<file path="src/rtl/seq_divider4.sv">
`default_nettype none
// ============================================================================
// Module      : seq_divider4
// Description : 4-bit unsigned restoring divider, one trial subtraction per
//               clock, with a start/busy/done handshake and a divide-by-zero
//               flag. Division by zero short-circuits straight to DONE.
// Revision    : 1.0 - initial release
// ============================================================================
module seq_divider4 (
    input  logic       clk,
    input  logic       rst_n,
    input  logic       start,
    input  logic [3:0] dividend,
    input  logic [3:0] divisor,
    output logic [3:0] quotient,
    output logic [3:0] remainder,
    output logic       busy,
    output logic       done,
    output logic       div_by_zero
);

    typedef enum logic [1:0] {
        S_IDLE = 2'd0,
        S_CALC = 2'd1,
        S_DONE = 2'd2
    } state_t;

    state_t     state;
    state_t     state_next;

    logic [4:0] rem_reg;      // partial remainder R
    logic [3:0] quo_reg;      // quotient / dividend shift register Q
    logic [3:0] dsr_reg;      // latched divisor D
    logic [1:0] cnt;          // iteration counter

    logic [4:0] trial;
    logic [4:0] diff;
    logic [4:0] rem_next;
    logic [3:0] quo_next;
    logic       last_iter;

    // R[4] is always 0 after a committed step (R < D <= 15); it is kept so the
    // register matches the 5-bit trial width but never feeds the datapath.
    logic       unused_rem_msb;
    assign unused_rem_msb = rem_reg[4];

    assign last_iter = (cnt == 2'd3);

    // State register.
    always_ff @(posedge clk or negedge rst_n) begin
        if (!rst_n) begin
            state <= S_IDLE;
        end else begin
            state <= state_next;
        end
    end

    // Next-state decode; busy and done are pure functions of the state.
    always_comb begin
        state_next = state;
        busy       = 1'b0;
        done       = 1'b0;
        case (state)
            S_IDLE: begin
                if (start) begin
                    state_next = (divisor == 4'd0) ? S_DONE : S_CALC;
                end
            end
            S_CALC: begin
                busy = 1'b1;
                if (last_iter) begin
                    state_next = S_DONE;
                end
            end
            S_DONE: begin
                done       = 1'b1;
                state_next = S_IDLE;
            end
            default: begin
                state_next = S_IDLE;
            end
        endcase
    end

    // One restoring step: shift in next dividend bit, trial-subtract divisor,
    // keep the difference only when no borrow occurred.
    always_comb begin
        trial = {rem_reg[3:0], quo_reg[3]};
        diff  = trial - {1'b0, dsr_reg};
        if (!diff[4]) begin
            rem_next = diff;
            quo_next = {quo_reg[2:0], 1'b1};
        end else begin
            rem_next = trial;
            quo_next = {quo_reg[2:0], 1'b0};
        end
    end

    // Operand capture, iteration and result registers.
    always_ff @(posedge clk or negedge rst_n) begin
        if (!rst_n) begin
            rem_reg     <= 5'd0;
            quo_reg     <= 4'd0;
            dsr_reg     <= 4'd0;
            cnt         <= 2'd0;
            quotient    <= 4'd0;
            remainder   <= 4'd0;
            div_by_zero <= 1'b0;
        end else begin
            case (state)
                S_IDLE: begin
                    if (start) begin
                        if (divisor != 4'd0) begin
                            rem_reg     <= 5'd0;
                            quo_reg     <= dividend;
                            dsr_reg     <= divisor;
                            cnt         <= 2'd0;
                            div_by_zero <= 1'b0;
                        end else begin
                            quotient    <= 4'hF;
                            remainder   <= dividend;
                            div_by_zero <= 1'b1;
                        end
                    end
                end
                S_CALC: begin
                    rem_reg <= rem_next;
                    quo_reg <= quo_next;
                    cnt     <= cnt + 2'd1;
                    if (last_iter) begin
                        quotient  <= quo_next;
                        remainder <= rem_next[3:0];
                    end
                end
                default: begin
                end
            endcase
        end
    end

endmodule
`default_nettype wire

</file>
<file path="config.mk">
export PLATFORM = sky130hd
export DESIGN_NAME = seq_divider4
export DESIGN_NICKNAME = d
export VERILOG_FILES = /design/src/rtl/seq_divider4.sv
export SDC_FILE = /design/constraint.sdc
export NUM_CORES = 1
export LEC_CHECK = 0
export CORE_MARGIN = 2
export CORE_UTILIZATION = 38
export DETAILED_ROUTE_END_ITERATION = 16
export PLACE_DENSITY_LB_ADDON = 0.05
export SLEW_MARGIN = 10
export SYNTH_ARGS = -nofsm -noshare
export SYNTH_HDL_FRONTEND = slang
export SYNTH_SLANG_ARGS = --single-unit
</file>
<file path="constraint.sdc">
create_clock -name clk -period 2.25 [get_ports clk]
set_input_delay 0.225 -clock clk [delete_from_list [all_inputs] [get_ports clk]]
set_output_delay 0.225 -clock clk [all_outputs]
set_load 0.03 [all_outputs]
</file>
# --- Word-level counts from Yosys, hierarchy flattened ---
# Cells that the tools add are included.
word_totals:
  register_bits: 25
  latch_bits: 0
  ramBits: 0
  romBits: 0
  inputBits: 11
  mem_count: 0
op_classes:
  n_addsub: 2
  multipliers: 0
  div_mod_pow: 0
  n_lt_le_gt_ge: 0
  n_eq_ne: 7
  shift: 0
  muxes: 26
  bitwise_logic: 0
  n_reduce_logical: 9
op_table:
  columns: ["cell", "count"]
  rows:
  - ["4-bit 2-to-1 mux", 11]
  - ["4-bit case mux with 2 select lines", 4]
  - ["2-bit 2-to-1 mux", 5]
  - ["2-bit inequality test, second input constant", 4]
  - ["2-bit case mux with 2 select lines", 2]
  - ["3-bit AND reduction", 2]
  - ["5-bit by 4-bit subtractor with 5-bit output", 1]
  - ["2-bit == test, second input constant", 2]
  - ["4-bit logical NOT", 1]
  - ["1-bit 2-to-1 mux", 4]
  - ["2-bit AND reduction", 2]
  - ["4-bit AND reduction", 1]
  - ["4-bit nonzero test", 1]
  - ["2-bit by 1-bit adder with 2-bit output, second input constant", 1]
  - ["2-bit by 1-bit == test with 1-bit output, second input constant", 1]
  - ["2-bit logical NOT", 1]
  - ["2-bit nonzero test", 1]

# --- Longest topological paths before layout ---
# Gate-level depths: netlist of run 1.
depth:
  word_depth: 4
  mapped_depth: 9

# --- Least setup slack after synthesis of run 1 ---
# No wires, ideal clock.
synth_path:
  kind: "register to register"
  from: "register quo_reg[3]"
  to: "register rem_reg[3]"
  setup_ns: 0.126
  arrival_time_ns: 1.906
  required_ns: 2.124
  path_slack_ns: 0.218
  path_stages_with_launch: 10
  period_less_slack_ns: 2.032
  cell_sequence: "dfrtp_1 -> inv_1 -> ha_1 -> inv_1 -> fa_1 -> nand3_2 -> a21oi_1 -> or2_1 -> and3_1 -> a221o_1"
synth_between:
  elab_chain_len: 3
synth_rtl:
  columns: ["item", "line_no", "text"]
  rows:
  - ["from (decl)", "32", "logic [3:0] quo_reg;"]
  - ["from (signal assigned)", "115", "quo_reg <= dividend;"]
  - ["from (signal assigned)", "128", "quo_reg <= quo_next;"]
  - ["5-bit by 4-bit subtractor with 5-bit output", "89", "diff = trial - {1'b0, dsr_reg};"]
  - ["4-bit 2-to-1 mux", "90", "if (!diff[4]) begin"]
  - ["4-bit case mux with 2 select lines", "110", "case (state)"]
  - ["to (signal assigned)", "127", "rem_reg <= rem_next;"]
  - ["to (decl)", "31", "logic [4:0] rem_reg;"]
# No other way between the ends.
# A chain may end at the register's enable or synchronous reset.

# --- Final worst setup path of run 1 ---
layout_path:
  from: "register quo_reg[3]"
  to: "register remainder[1]"
layout_between:
  elab_chain_len: 4
layout_rtl:
  columns: ["item", "line_no", "text"]
  rows:
  - ["5-bit by 4-bit subtractor with 5-bit output", "89", null]
  - ["4-bit 2-to-1 mux", "90", null]
  - ["4-bit 2-to-1 mux", "130", "if (last_iter) begin"]
  - ["4-bit case mux with 2 select lines", "110", null]
  - ["to (signal assigned)", "121", "remainder <= dividend;"]
  - ["to (signal assigned)", "132", "remainder <= rem_next[3:0];"]
  - ["to (decl)", "16", "output logic [3:0] remainder,"]
# No other way between the ends. The select of a mux whose other input is x is not followed.

==> reports/summary.txt, run 1 <==
run status: finished clean
Post-Syn Instances: 134
initial drt markers: 28
GRT met2 Usage: 0.278
Clock Skews: 5.64 ps
die width: 63.0 um
# fillers: 335
Avg Cell Area, Syn: 9.88 um^2
most frequent cell after synthesis: dfrtp_1
number of flops mapped to enable cells by yosys: 0
antenna cells: 0
Seq/Total Area, Yosys: 0.473
Worst path max stage delay: 410 ps
Worst Tran Pin Value: 569 ps
post-route ant nets: 0
Die Y: 63.0 um
post-layout util: 0.494
final number of setup-violating endpoints: 0
number of cell rows: 21
crit end category: register
via count: 1051
area grow syn2layout: 24.6%
share of layout cells above drive strength 1: 0.155
critical path required time: 2500 ps
area leader, netlist: dfrtp_1
yosys warns: 0
#FFs+latches synth: 25
worst hold margin: 235 ps
Top FF cell, synth: dfrtp_1
gr busiest metal: met2
Post-Syn Area: 1320 um^2
nets: 179
Pleak: 0.749 nW
DRC violations left: 0
routed len/inst: 14.2 um
TritonCTS clock tree: done
Startpoint Class: register
minimum clock period: 2050 ps
Peak Freq: 487 MHz
GR Util met1: 0.231
async set-reset flop share out of synthesis: 1.00
count of input and output buffers: 21
fin. max-slew vios: 0
Most Frequent Cell on Critical Path: inv_1
worst skew pair latency: 340 ps
vias per cell: 5.08
IO Count: 22
Syn Nets: 151
CTS root buf: clkbuf_4
Post-Route Setup TNS: 0 ps
GR Util met3: 0.0288
Synth top cells by count: 25 x dfrtp_1, 24 x nand2_1, 15 x nor2_1, 9 x a21oi_1, 9 x inv_1
CP arrival: 2300 ps
first-pass GRT wire length: 5310 um
clock buffer count from CTS: 3
post-synthesis cell type count: 42
DR pass1 iterations: 4
HP Class: primary input to asynchronous set/reset pin
post-DP HPWL: 2200 um
relative slew slack: 0.619
Core ar.: 3340 um^2
vias in the first global route: 1088
final worst path period share: 0.913
grt ovf: 0
initial antenna violation count: 0
Slowest cell on crit path: dfrtp_1
Synth top area share: 0.473
worst setup path category: register to register
final hold viol count: 0
GRT Total Usage: 0.171
max cap viols: 0
pin count of the biggest net entering global routing: 26
GPL Wtd Cong: 0.758
Routed WL: 2940 um
Synth area leaders: dfrtp_1 47%, nand2_1 6.8%, ha_1 4.7%, nor2_1 4.3%, a21oi_1 3.4%
Power Density: 1640 nW/um^2
deepest clock path buffer count: 2
Max FO, Critical Path: 4
DIE AREA: 3970 um^2
Num Clock Sinks: 25
H-tree levels: 1
clock transition at the registers of the reported paths: 150 ps
Cell Chain, Critical Path: inv_1 > ha_2 > inv_1 > fa_2 > nand3_2 > a21oi_1 > buf_4 > o21ai_0 > a21oi_2 > o22a_2
Starting Density: 0.397
maximum vdd drop: 0.637 mV
RSZ-0062 raised after global routing: false
final timing paths:
path / from / to / slack (ps) / cells past startpoint
worst max register to register: quo_reg[3] / remainder[1] / 200 / 10
min in group clk: divisor[0] / dsr_reg[0] / 440 / 3
max in group asynchronous: rst_n / rem_reg[3] / 1770 / 2
worst min-delay path: rst_n / dsr_reg[2] / 230 / 2
worst max-delay path: quo_reg[3] / remainder[1] / 200 / 10
worst min register to register: cnt[0] / cnt[0] / 490 / 1
metrics by stage:
stage / instance area (um^2) / power, mW / setup slack [ps] / cells
floorplan: 1320 / 1.95 / 218 / 134
global placement: 1590 / 2.41 / 127 / 202
detailed placement: 1590 / 2.45 / 93.4 / 202
CTS: 1620 / 2.68 / 36.6 / 206
global route: 1650 / 2.96 / 27.1 / 207
finish: 1650 / 2.70 / 196 / 207
metal layers:
| layer | part of all wire | vias up |
|---|---|---|
| li1 | - | 519 |
| met1 | 0.47 | 510 |
| met2 | 0.48 | 17 |
| met3 | 0.031 | 5 |
| met4 | 0.018 | 0 |
| met5 | 0 | - |
cells in the final DEF, fill, tap and decap left out, types with 2 or more instances in the layout:
cell type,instances
nand2_1,24
nor2_1,15
a21o_1,2
buf_4,5
a21oi_1,8
a31oi_1,4
clkdlybuf4s50_1,20
a22o_1,2
clkbuf_4,3
o22a_2,3
o21ai_0,4
inv_1,9
dfrtp_1,25
ha_1,4
power by group:
| group | switching (mW) | total [mW] | leakage, nW | internal, mW |
|---|---|---|---|---|
| logic | 0.921 | 1.66 | 0.439 | 0.739 |
| clock network | 0.150 | 0.219 | 0.0139 | 0.0683 |
| registers | 0.158 | 0.818 | 0.296 | 0.660 |
final cells by class:
type | count | area, um^2 | area share
Tap cell | 46 | 57.6 | 0.0349
Clock buffer | 3 | 22.5 | 0.0137
Sequential cell | 25 | 626 | 0.379
Multi-Input combinational cell | 97 | 652 | 0.395
Inverter | 9 | 33.8 | 0.0205
Timing Repair Buffer | 26 | 250 | 0.152
Clock inverter | 1 | 7.51 | 0.00455
critical path, delay by kind of cell, from the launching register on:
family / cells / cell delay [ps]
compound gates: 4 / 620
fa+ha+maj: 2 / 530
buf+inv: 3 / 300
flops: 1 / 410
simple gates: 1 / 90
logic make-up after synthesis:
kind of cell,synth area share
buffers and inverters,0.0463
adder cells (fa/ha/maj),0.0624
AO/OA/AOI/OAI,0.175
AND/OR/NAND/NOR,0.237
flip-flops,0.473
XOR/XNOR,0.00662
timing repair:
action / CTS / global route
setup buffers: 0 / 1
endpoints found under the setup margin: 0 / 7
gates resized for setup: 0 / 5
endpoints found under the hold margin: 0 / 0
hold buffers: 0 / 0
Note: power is estimated with default switching activity, not from simulation.
==> run 2, diff against run 1 <==
- clock period: 2.25 -> 2.45 ns (I/O delays scaled with it)
==> run 2 against run 1 <==
Against the previous run: wire length fell by 5.1%; combinational power fell by 13%; setup slack better by 36 ps; worst hold slack improved by 28 ps; final cell count down 0.97%; clock power is 10% lower; sequential cell count unchanged; total power is 11% lower; global-route usage decreased by 1.4 points; sequential power down 7.8%; die area unchanged.
==> reports/summary.txt, run 2 (same netlist as run 1, synthesis figures left out) <==
clock buffer count from CTS: 3
relative slew slack: 0.635
final hold viol count: 0
Tot Pwr: 2.39 mW
Routed WL: 2790 um
GRT Total Usage: 0.157
final worst path period share: 0.905
IO Count: 22
design area: 1620 um^2
worst setup path category: register to register
Die Y: 63.0 um
GPL Wtd Cong: 0.757
die width: 63.0 um
Worst Tran Pin Value: 546 ps
pin count of the biggest net entering global routing: 26
TritonCTS clock tree: done
max cap viols: 0
via count: 1023
vias in the first global route: 1036
crit end category: register
deepest clock path buffer count: 2
maximum vdd drop: 0.498 mV
DR pass1 iterations: 4
initial drt markers: 39
Starting Density: 0.397
critical path required time: 2740 ps
most frequent cells in the layout: 25 x dfrtp_1, 24 x nand2_1, 21 x clkdlybuf4s50_1
worst skew pair latency: 330 ps
post-DP HPWL: 2080 um
post-route ant nets: 0
DIE AREA: 3970 um^2
CTS Hold Bufs: 0
number of cell rows: 21
run status: finished clean
Pleak: 0.731 nW
Peak Freq: 451 MHz
Worst Reg-to-Reg Cells: 9
routed len/inst: 13.6 um
setup slack after layout: 232 ps
count of input and output buffers: 21
Max FO, Critical Path: 6
most common cell after layout, fill and taps aside: dfrtp_1
clock transition at the registers of the reported paths: 150 ps
Clock Skews: 12.2 ps
DP Area: 1590 um^2
CP arrival: 2510 ps
area grow syn2layout: 22.1%
Post-CTS Setup Inserts: 0
H-tree levels: 1
antenna cells: 0
vias per cell: 4.99
Post-Route Setup TNS: 0 ps
HP Class: primary input to asynchronous set/reset pin
share of layout cells above drive strength 1: 0.119
post-CTS sizing: 0
Num Clock Sinks: 25
Setup WS pre-CTS: 231 ps
Startpoint Class: register
final number of setup-violating endpoints: 0
first-pass GRT wire length: 4940 um
fin. max-slew vios: 0
Power Density: 1480 nW/um^2
RSZ-0062 raised after global routing: false
post-layout util: 0.484
grt ovf: 0
minimum clock period: 2220 ps
initial antenna violation count: 0
DRC violations left: 0
nets: 177
CTS root buf: clkbuf_4
Core ar.: 3340 um^2
run 2: routing by layer:
metal  part of all wire  track usage  vias to the layer above
met2               0.45        0.246                       16
met1               0.51        0.225                      485
met5                  0            0                        -
met3              0.031       0.0270                        2
met4             0.0061       0.0417                        0
li1                   -            -                      520
run 2: worst paths after layout:
kind | from | end | slack (ps)
worst max-delay path | quo_reg[3] | remainder[1] | 230
worst min-delay path | rst_n | cnt[1] | 260
worst max register to register | quo_reg[3] | remainder[1] | 230
worst min register to register | cnt[0] | cnt[0] | 480
max in group asynchronous | rst_n | rem_reg[1] | 1930
min in group clk | divisor[0] | dsr_reg[0] | 480
run 2: area by class of cell:
cell class	instances	area, um^2
clock inverter	1	7.51
clock buffer	3	22.5
fill	333	1720
sequential	25	626
inverter	9	33.8
tap	46	57.6
multi-input combinational	97	637
timing repair buffer	24	233
run 2: stage by stage:
step                std cells  hold WS, ps
global placement          201          459
floorplan                 134        -50.6
detailed placement        201          470
finish                    205          263
global route              205          290
CTS                       205          274
run 2: critical path: stages, from the launching register on:
cell	delay (ps)
dfrtp_1	420
inv_1	80
ha_1	170
inv_1	50
fa_1	410
nand3_2	110
a21oi_1	130
or3b_1	390
a21oi_1	230
o22a_2	190
run 2: power by group:
part           internal, mW  total, mW  switching [mW]  leakage, nW
Combinational         0.639       1.44           0.803        0.421
Sequential            0.606      0.754           0.147        0.296
Clock                0.0624      0.197           0.134       0.0139
==> run 3, diff against run 2 <==
- CORE_MARGIN: 2 -> unset
- clock period: 2.45 -> 2.09 ns (I/O delays scaled with it)
==> run 3 against run 2 <==
Against the previous run: clock power increased by 15%; sequential cell count unchanged; wire length increased by 3.8%.
==> reports/summary.txt, run 3 (same netlist as run 1, synthesis figures left out) <==
run status: finished clean
crit end category: register
maximum vdd drop: 0.693 mV
Worst Reg-to-Reg Cells: 9
final number of setup-violating endpoints: 0
Setup WS pre-CTS: -20.6 ps
Crit path max-delay family: simple AND/OR/NAND/NOR gates
routed len/inst: 13.8 um
minimum clock period: 2020 ps
post-DP HPWL: 2140 um
count of input and output buffers: 21
number of cell rows: 21
relative slew slack: 0.633
Core ar.: 3340 um^2
Pleak: 0.756 nW
initial drt markers: 23
IO Count: 22
Power Density: 1780 nW/um^2
final hold viol count: 0
vias in the first global route: 978
DR pass1 iterations: 4
most common cell after layout, fill and taps aside: dfrtp_1
CP arrival: 2240 ps
post-route ant nets: 0
DRC violations left: 0
nets: 182
fin. max-slew vios: 0
Cell Chain, Critical Path: inv_1 > ha_2 > inv_1 > fa_2 > nand3_2 > a21oi_2 > or2_1 > and3_1 > a221o_1
# fillers: 324
Worst Tran Pin Value: 548 ps
Slowest cell on crit path: dfrtp_1
H-tree levels: 1
GPL Wtd Cong: 0.776
post-layout util: 0.503
Worst path max stage delay: 410 ps
via count: 1031
grt ovf: 0
most frequent cells in the layout: 25 x dfrtp_1, 24 x nand2_1, 20 x clkdlybuf4s50_1
Num Clock Sinks: 25
TritonCTS clock tree: done
deepest clock path buffer count: 2
initial antenna violation count: 0
Peak Freq: 495 MHz
Tot Pwr: 2.98 mW
HP Class: primary input to asynchronous set/reset pin
GRT Total Usage: 0.176
setup slack after layout: 69.4 ps
clock transition at the registers of the reported paths: 140 ps
Most Frequent Cell on Critical Path: inv_1
first-pass GRT wire length: 4700 um
DIE AREA: 3720 um^2
clock buffer count from CTS: 3
antenna cells: 0
CP bufs+invs: 2
Die Y: 61.0 um
CTS Hold Bufs: 0
CTS root buf: clkbuf_4
max cap viols: 0
die width: 61.0 um
final worst path period share: 0.967
critical path required time: 2310 ps
worst skew pair latency: 320 ps
Max FO, Critical Path: 3
area grow syn2layout: 26.7%
share of layout cells above drive strength 1: 0.189
Post-Route Setup TNS: 0 ps
Clock Skews: 5.30 ps
Routed WL: 2900 um
Levels on crit path: 9
vias per cell: 4.91
Startpoint Class: register
worst setup path category: register to register
Starting Density: 0.397
pin count of the biggest net entering global routing: 26
-- run 3: final timing paths --
| kind | slack (ps) | endpoint | startpoint |
|---|---|---|---|
| hold reg to reg | 490 | cnt[0] | cnt[0] |
| setup reg to reg | 70 | rem_reg[3] | quo_reg[3] |
| max in group asynchronous | 1600 | rem_reg[1] | rst_n |
| hold / removal | 240 | dsr_reg[2] | rst_n |
| min in group clk | 440 | dsr_reg[0] | divisor[0] |
| setup / recovery | 70 | rem_reg[3] | quo_reg[3] |
-- run 3: through the flow --
step / area (um^2) / hold WS, ps / instances
after CTS: 1650 / 243 / 209
after global routing: 1680 / 246 / 210
after floorplan: 1320 / -86.6 / 134
after global placement: 1610 / 460 / 204
final: 1680 / 240 / 210
after detailed placement: 1610 / 470 / 204
-- run 3: worst reg2reg max path: stages (launching register included) --
cell and delay [ps]:
dfrtp_1 410, inv_1 80, ha_2 180, inv_1 50
fa_2 340, nand3_2 100, a21oi_2 70, or2_1 240
and3_1 190, a221o_1 270
-- run 3: layout make-up --
| class | count | area [um^2] | share of cell area |
|---|---|---|---|
| timing repair buffer | 29 | 269 | 0.160 |
| clock buffer | 3 | 22.5 | 0.0134 |
| clock inverter | 1 | 7.51 | 0.00447 |
| sequential | 25 | 626 | 0.373 |
| multi-input combinational | 97 | 662 | 0.394 |
| inverter | 9 | 33.8 | 0.0201 |
| tap | 46 | 57.6 | 0.0343 |
-- run 3: what timing repair did --
action,CTS,global route
endpoints found under the setup margin,4,5
pin swaps,0,4
resized for setup,3,6
buffers inserted,1,1
-- run 3: report_power, final --
part           total, mW  switching, mW  leakage [nW]  internal, mW
registers          0.884          0.173         0.296         0.711
clock network      0.226          0.153        0.0139        0.0731
logic               1.87           1.01         0.446         0.855
total               2.98           1.34         0.756          1.64
-- run 3: per-layer routing --
layer,vias up,global-route usage,wire (um),part of all wire
li1,524,-,-,-
met1,491,0.260,1470,0.51
met2,14,0.261,1330,0.46
met3,2,0.0294,79,0.027
met4,0,0.0584,19,0.0066
met5,-,0,0,0
